**config.mk**
```make
export PLATFORM = sky130hd
export DESIGN_NAME = crop_window_ctrl
export DESIGN_NICKNAME = d
export VERILOG_FILES = /design/src/rtl/crop_window_ctrl.sv
export SDC_FILE = /design/constraint.sdc
export NUM_CORES = 1
export LEC_CHECK = 0
export BUFFER_PORTS_ARGS = -buffer_cell sky130_fd_sc_hd__buf_2
export CAP_MARGIN = 25
export CORE_ASPECT_RATIO = 1.4
export CORE_MARGIN = 4
export CORE_UTILIZATION = 60
export DETAILED_ROUTE_END_ITERATION = 16
export HOLD_SLACK_MARGIN = 0.06
export PLACE_DENSITY_LB_ADDON = 0.3
export SYNTH_ARGS = -nofsm -noshare
export SYNTH_HDL_FRONTEND = slang
export SYNTH_SLANG_ARGS = --single-unit
```
**constraint.sdc**
```tcl
create_clock -name iCLK -period 4.8 [get_ports iCLK]
set_clock_uncertainty 0.2 [all_clocks]
set_input_delay 0.24 -clock iCLK [delete_from_list [all_inputs] [get_ports iCLK]]
set_output_delay 0.24 -clock iCLK [all_outputs]
set_load 0.005 [all_outputs]
```
**src/rtl/crop_window_ctrl.sv**
```systemverilog
// Dark-object crop sequencer: measures the bounding box of dark pixels in a search ROI, then gates the stream.
// Build option: CROP_CTRL_CONT_EN re-measures and re-latches the window on every CROP frame.
module crop_window_ctrl #(
    parameter int DATA_W = 10,
    parameter int H_ACT  = 640,
    parameter int V_ACT  = 480,
    parameter int ROI_X0 = 160,
    parameter int ROI_X1 = 480,
    parameter int ROI_Y0 = 10,
    parameter int ROI_Y1 = 470,
    parameter int THRESH = 0
) (
    input  logic              iCLK,
    input  logic              iRST,
    input  logic [DATA_W-1:0] iDATA,
    input  logic              iDVAL,
    input  logic              iSTART,
    input  logic              iSTOP,
    output logic [DATA_W-1:0] oDATA,
    output logic              oDVAL,
    output logic [15:0]       oXSTART,
    output logic [15:0]       oXEND,
    output logic [15:0]       oYSTART,
    output logic [15:0]       oYEND,
    output logic              oWIN_VALID,
    output logic              oBUSY,
    output logic              oDONE,
    output logic [1:0]        oSTATE
);
    // Stream is valid-only (no ready): each cycle with iDVAL high carries exactly one pixel,
    // the pixel is always accepted, and oDATA/oDVAL follow one cycle later.

    typedef enum logic [1:0] {IDLE = 2'd0, WAIT_SOF = 2'd1, MEASURE = 2'd2, CROP = 2'd3} state_t;

    localparam logic [15:0]       X_LAST = 16'(H_ACT - 1);
    localparam logic [15:0]       Y_LAST = 16'(V_ACT - 1);
    localparam logic [15:0]       MIN_X_INIT = 16'(H_ACT);
    localparam logic [15:0]       MIN_Y_INIT = 16'(V_ACT);
    localparam logic [DATA_W-1:0] THR = DATA_W'(THRESH);

    state_t      state, nextState;
    logic [15:0] xCnt, yCnt;
    logic [15:0] minX, maxX, minY, maxY;
    logic [15:0] nMinX, nMaxX, nMinY, nMaxY;
    logic        found, nFound, stopPend;
    logic        sof, eof, inRoi, hit, inWin;
    logic        measuring, latchEn, gating;

    assign sof   = iDVAL && (xCnt == 16'd0) && (yCnt == 16'd0);
    assign eof   = iDVAL && (xCnt == X_LAST) && (yCnt == Y_LAST);
    assign inRoi = (xCnt > 16'(ROI_X0)) && (xCnt < 16'(ROI_X1)) &&
                   (yCnt > 16'(ROI_Y0)) && (yCnt < 16'(ROI_Y1));
    assign hit   = iDVAL && measuring && (iDATA <= THR) && inRoi;
    assign inWin = (xCnt >= oXSTART) && (xCnt <= oXEND) && (yCnt >= oYSTART) && (yCnt <= oYEND);

    // Box including the current pixel, so the EOF pixel still counts when latching.
    assign nMinX  = (hit && xCnt < minX) ? xCnt : minX;
    assign nMaxX  = (hit && xCnt > maxX) ? xCnt : maxX;
    assign nMinY  = (hit && yCnt < minY) ? yCnt : minY;
    assign nMaxY  = (hit && yCnt > maxY) ? yCnt : maxY;
    assign nFound = found | hit;

    always_ff @(posedge iCLK or negedge iRST) begin
        if (!iRST) begin
            xCnt <= '0;
            yCnt <= '0;
        end else if (iDVAL) begin
            if (xCnt == X_LAST) begin
                xCnt <= '0;
                yCnt <= (yCnt == Y_LAST) ? 16'd0 : yCnt + 16'd1;
            end else begin
                xCnt <= xCnt + 16'd1;
            end
        end
    end

    always_ff @(posedge iCLK or negedge iRST) begin
        if (!iRST) state <= IDLE;
        else       state <= nextState;
    end

    always_comb begin
        nextState = state;
        case (state)
            IDLE:     if (iSTART && !iSTOP) nextState = WAIT_SOF;
            WAIT_SOF: if (sof) nextState = MEASURE;
            MEASURE:  if (eof) nextState = nFound ? CROP : IDLE;
            CROP:     if (eof && (stopPend || iSTOP)) nextState = IDLE;
            default:  nextState = IDLE;
        endcase
    end

    always_comb begin
        oBUSY     = (state != IDLE);
        gating    = (state == CROP);
`ifdef CROP_CTRL_CONT_EN
        measuring = (state == MEASURE) || (state == CROP) || (state == WAIT_SOF && sof);
        latchEn   = eof && ((state == MEASURE) || (state == CROP));
`else
        measuring = (state == MEASURE) || (state == WAIT_SOF && sof);
        latchEn   = eof && (state == MEASURE);
`endif
    end

    assign oSTATE = state;

    // Running box is cleared after every measured EOF so the next measured frame starts clean.
    always_ff @(posedge iCLK or negedge iRST) begin
        if (!iRST) begin
            minX <= MIN_X_INIT;
            maxX <= '0;
            minY <= MIN_Y_INIT;
            maxY <= '0;
            found <= 1'b0;
        end else if (eof && measuring) begin
            minX <= MIN_X_INIT;
            maxX <= '0;
            minY <= MIN_Y_INIT;
            maxY <= '0;
            found <= 1'b0;
        end else begin
            minX <= nMinX;
            maxX <= nMaxX;
            minY <= nMinY;
            maxY <= nMaxY;
            found <= nFound;
        end
    end

    always_ff @(posedge iCLK or negedge iRST) begin
        if (!iRST) begin
            oXSTART    <= '0;
            oXEND      <= '0;
            oYSTART    <= '0;
            oYEND      <= '0;
            oWIN_VALID <= 1'b0;
            oDONE      <= 1'b0;
        end else begin
            oDONE <= latchEn;
            if (latchEn) begin
                if (nFound) begin
                    oXSTART    <= nMinX;
                    oXEND      <= nMaxX;
                    oYSTART    <= nMinY;
                    oYEND      <= nMaxY;
                    oWIN_VALID <= 1'b1;
                end else if (state == MEASURE) begin
                    oWIN_VALID <= 1'b0;
                end
            end
        end
    end

    always_ff @(posedge iCLK or negedge iRST) begin
        if (!iRST) begin
            stopPend <= 1'b0;
        end else if (state == CROP) begin
            if (eof && (stopPend || iSTOP)) stopPend <= 1'b0;
            else if (iSTOP)                 stopPend <= 1'b1;
        end else begin
            stopPend <= 1'b0;
        end
    end

    always_ff @(posedge iCLK or negedge iRST) begin
        if (!iRST) begin
            oDATA <= '0;
            oDVAL <= 1'b0;
        end else begin
            oDATA <= iDATA;
            oDVAL <= iDVAL && (!gating || inWin);
        end
    end

endmodule

```
Yosys cells after proc, flatten, opt, wreduce, memory -nomap -nowiden
Cells that the tools add are included.

storage, ports and cells
  output and inout bits = 80
  register bits after elaboration = 177
  bits in latches = 0
  memory bits (read-only) = 0
  RAM bits = 0
  bits of input ports = 15
  memories kept = 0

cells by class
  bitwise operators = 1
  divide/modulo/power cells = 0
  reductions and logical operators = 37
  multiply operators = 0
  $add $sub $neg = 2
  multiplexer cells = 22
  shift operators = 0
  eq/ne operators = 10
  $lt $le $gt $ge = 13

operators by type and width
  kind                   count
  $mux 16                10
  $add 16x1->16 const B  2
  $ge 16x16->1           2
  $gt 16x16->1           2
  $le 16x16->1           2
  $logic_not 16->1       2
  $lt 16x16->1           2
  $lt 16x9->1 const B    2
  $logic_and 1x1->1      23
  $eq 16x10->1 const B   1
  $eq 16x9->1 const B    1
  $gt 16x4->1 const B    1
  $gt 16x8->1 const B    1
  $le 10x1->1 const B    1
  $mux 2                 5
  $pmux 2 s4             1
  $mux 1                 6
  $ne 2x2->1 const B     3
  $reduce_and 2->1       3
  $eq 2x2->1 const B     2
  $reduce_and 4->1       1
  $reduce_bool 2->1      2
  $logic_or 1x1->1       3
  $ne 3x2->1 const B     1
  other kinds (5)        6

Longest topological paths before layout
  depth after elaboration = 12
  gate-level depth with buffers = 11
  mapped depth without buffers = 9

Least setup slack after synthesis
No wires, ideal clock.

  kind = reg-to-reg
  start point = register yCnt[5]
  end point = register minX[8]
  setup slack = 1.241 ns
  arrival time = 3.230 ns
  cell stages (with the launch flop) = 10
  data required time = 4.471 ns
  cell sequence = dfrtp_1 buf_6 or4_4 or3_4 o32a_1 or4_4 a211oi_4 buf_6 mux2i_1 nor2_2

between the ends
  longest elaborated chain between the ends = 10
  elaborated cells on any way between the ends = 17

ends and longest elaborated chain
  item                                                                 RTL line  RTL
  from (decl)                                                          42        logic [15:0] xCnt, yCnt;
  from (signal assigned)                                               70        yCnt <= (yCnt == Y_LAST) ? 16'd0 : yCnt + 16'd1;
  parallel branches: the longest is 9 deep, another holds $gt 16x4->1  n/a
  $mux 16 *                                                            115       end else if (eof && measuring) begin
  to (signal assigned)                                                 122       minX <= nMinX;
  to (decl)                                                            43        logic [15:0] minX, maxX, minY, maxY;

Every way passes the cells marked *.
A chain may end at the register's enable or synchronous reset.

Worst setup path in the final report
  start point = register yCnt[13]
  end point = register minX[4]

The elaborated chain is that of the path after synthesis.

==> impl_results.md <==
* Status: completed
* Clock Power Share at 45.1%
* Std cell rows at 56
* Fin cells at between 1000 and 1500
* Clock root buffer: clkbuf_16
* Fin crit share at between 80 and 90%
* I/O Buffers at 94
* Core Box Area at ~0.017 sq mm
* Largest net degree at the start of global routing at 99
* Worst Hold Path EP: oDATA[6]$_DFF_PN0_
* Syn. warnings at 0
* Maximum vdd drop at roughly 0.24 mV
* Reg power frac at 45.8%
* Worst Reg-to-Reg Cells at 8
* Routed len/inst at 18.5 um
* Worst Hold Class: input pin to flop
* First-pass iteration count of the detailed router at 7
* Seq cells post-synth at approximately 180
* WS Path Type: flop to flop
* FMAX at 0.258 GHz
* Initial antenna violation count at 0
* Synth Area per Inst at 10.0 sq um
* Number of synthesized flops with an enable pin at 0
* Internal at between 0.002 and 0.003 W
* CP endpoint kind: flop
* # diodes at 0
* Setup violators final at 0
* DR DRC count at 0
* GRT Overall Usage at 27.0%
* Post-DRT Antenna Nets at 0
* Largest fanout on the critical path at 12
* Synth-to-Final Area Change at 15.7%
* Half-perimeter wire length after placement at 17.8 mm
* Drt via density at 5.86
* Cell count after placement at 1301
* Layout cells sized above 1 at ~15%
* PD cells at 297 mW/mm^2
* Clk slew on worst S/H paths at 0.07 ns
* Post-synth net total at 1159
* Final hold slack at around 0.26 ns
* Post-route cell area at between 0.01 and 0.015 sq mm
* Initial core utilization at 61.0%
* Max Cap Viol at 0
* Hold Path Cell Cnt at 2
* Main synth FF type: dfrtp_1
* Die width at 118 um
* Vias at 7899
* R2r setup slk at a little over 0.9 ns
* Power share of the combinational group at 9.1%
* Final hold vios at 0
* Pwr Total at around 0.0035 W
* Area of the multi-input gates at 0.00508 sq mm
* Starting DRT DRC Count at 525
* Slew of the pin with the lowest slew margin at ~0.90 ns
* Clk buf depth at 2
* Sequential area share after synthesis at 43.6%
* CTS Buf Count at 17
* Psw at 0.000883 W
* Worst setup SP type: flop
* H-tree depth at 4
* Clock Sinks at roughly 180
* Leak at 6.01 nW
* IO Pins at between 90 and 100
* Vias in the first global route at 8305
* Setup TNS at 0 ns
* Gr ovfl total at 0
* Die height at 162 um
* First-pass GRT wire length at 41.0 mm
* Minimum clock period at 3.87 ns
* Worst reg2reg endpoint: minX[4]$_DFF_PN0_
* Fill count at 1255
* Most frequent cells in the layout: dfrtp_1 (171), inv_1 (136), ha_1 (131), buf_2 (94), mux2i_1 (93)
* Commonest non-fill, non-tap cell in the layout: dfrtp_1
* FF-to-FF Start: yCnt[13]$_DFFE_PN0P_
* Hold path start: iDATA[6]
* Register area at approximately 0.0044 sq mm
* Slew HR at approximately two fifths
* Yosys cell types at 59
* RSZ-0062 raised after global routing: false
* Beginning of the critical path: yCnt[13]$_DFFE_PN0P_
* Die area at 0.0191 sq mm
* Placed inst area at 0.0110 sq mm
* Clk_lat worst skew at 0.44 ns
* Syn Inst Count at 1013
* Final RePlAce weighted congestion at between 0.9 and 1
* Worst path required time at 4.93 ns
* Arrival time worst endpoint at roughly 4.0 ns
* Switching Share at 25.3%
* WL final at 24.9 mm
* Synth async-reset ratio at 100%
* Final #Nets at 1277
* Final Slew Violations at 0
* Post-Syn Area at 0.0102 sq mm
* CTS tree: built
-- power groups by stage --
stage	combinational [W]	clock [W]	sequential (W)
2_1_floorplan	0.000209	0	0.00159
3_3_place_gp	0.000293	0	0.00162
3_5_place_dp	0.000304	0	0.00162
4_1_cts	0.000317	0.00159	0.00160
5_1_grt	0.000367	0.00166	0.00160
6_report	0.000316	0.00157	0.00160
-- metrics by stage --
| step | util [%] | setup WS [ns] |
|---|---|---|
| floorplan | - | 1.24 |
| global placement | 65.7 | 0.981 |
| detailed placement | 65.7 | 0.992 |
| CTS | 70.5 | 0.967 |
| global route | 70.5 | 0.695 |
| finish | 70.5 | 0.928 |
-- critical path: stages, from the launching register on --
cell	delay, ns
dfrtp_1	0.48
or4_1	0.66
or3_4	0.44
o32a_1	0.40
or4_4	0.58
a211oi_4	0.43
buf_4	0.30
mux2i_1	0.21
nor2_1	0.06
-- metal layers --
| layer | GRT usage (%) | routed length (um) | vias to the layer above |
|---|---|---|---|
| met4 | 14.3 | 1230 | 0 |
| met1 | 30.5 | 9720 | 3839 |
| li1 | - | - | 3757 |
| met3 | 4.53 | 916 | 87 |
| met5 | 0 | 0 | - |
| met2 | 48.8 | 13100 | 216 |
-- what timing repair did --
action | 4_1_cts | 5_1_grt
endpoints found under the hold margin | 108 | 0
hold buffers | 14 | 0
buffers inserted | 0 | 0
gates resized for setup | 0 | 0
-- synth_stat cells, types with 2 or more instances --
| cell type | number | area (sq um) |
|---|---|---|
| nor2_1 | 67 | 251 |
| a41o_1 | 2 | 20.0 |
| and3_1 | 19 | 119 |
| nand3_1 | 19 | 95.1 |
| nor4_1 | 13 | 81.3 |
| a211o_1 | 3 | 26.3 |
| buf_6 | 2 | 22.5 |
| and2_1 | 6 | 37.5 |
| a41oi_1 | 2 | 17.5 |
| mux2_2 | 2 | 22.5 |
| a21o_1 | 11 | 82.6 |
| ha_1 | 131 | 1640 |
| nand4_1 | 28 | 175 |
| o21a_1 | 3 | 22.5 |
| o221ai_1 | 2 | 17.5 |
| a21boi_0 | 5 | 37.5 |
| or2_2 | 3 | 18.8 |
| dfrtp_1 | 171 | 4280 |
| a21oi_1 | 48 | 240 |
| nor3_1 | 24 | 120 |
| dfstp_2 | 6 | 158 |
| xnor2_1 | 14 | 123 |
| buf_2 | 8 | 40.0 |
| nand2_1 | 58 | 218 |
| a211oi_1 | 6 | 45.0 |
| nor2b_1 | 6 | 37.5 |
| clkbuf_1 | 21 | 78.8 |
| o211ai_1 | 4 | 30.0 |
| nand3_2 | 2 | 20.0 |
| or4_4 | 2 | 22.5 |
| mux2i_1 | 93 | 931 |
| xor2_1 | 8 | 70.1 |
| a2111oi_0 | 2 | 17.5 |
| inv_1 | 136 | 510 |
| nand2b_1 | 8 | 50.1 |
| o21ai_0 | 46 | 230 |
| or4_1 | 5 | 37.5 |
| or3_1 | 6 | 37.5 |
-- logic make-up after synthesis --
group,share of synthesized area [%]
and+or+nand+nor,13.4
DFF,43.6
buffers and inverters,6.52
AOI/OAI and AO/OA,9.08
adders and majority gates,16.1
muxes,9.37
xor gates and xnor gates,1.89
-- area by class of cell --
cell class	instances	area share, %
Multi-Input combinational cell	667	43.2
Sequential cell	177	37.7
Timing Repair Buffer	131	6.90
Inverter	137	4.37
Clock buffer	18	3.73
Tap cell	203	2.16
Clock inverter	14	1.90
-- worst max path at each step --
| stage | to | slack (ns) | cells past startpoint |
|---|---|---|---|
| final | minX[4]$_DFF_PN0_ | 0.93 | 8 |
| after global routing | minY[7]$_DFF_PN1_ | 0.70 | 11 |
| after CTS | minX[4]$_DFF_PN0_ | 0.97 | 8 |
| after detailed placement | minX[4]$_DFF_PN0_ | 0.99 | 8 |
| after global placement | maxX[0]$_DFF_PN0_ | 0.98 | 8 |
| after floorplan | minX[8]$_DFF_PN0_ | 1.24 | 9 |
Power figures use the tool's default switching activity.
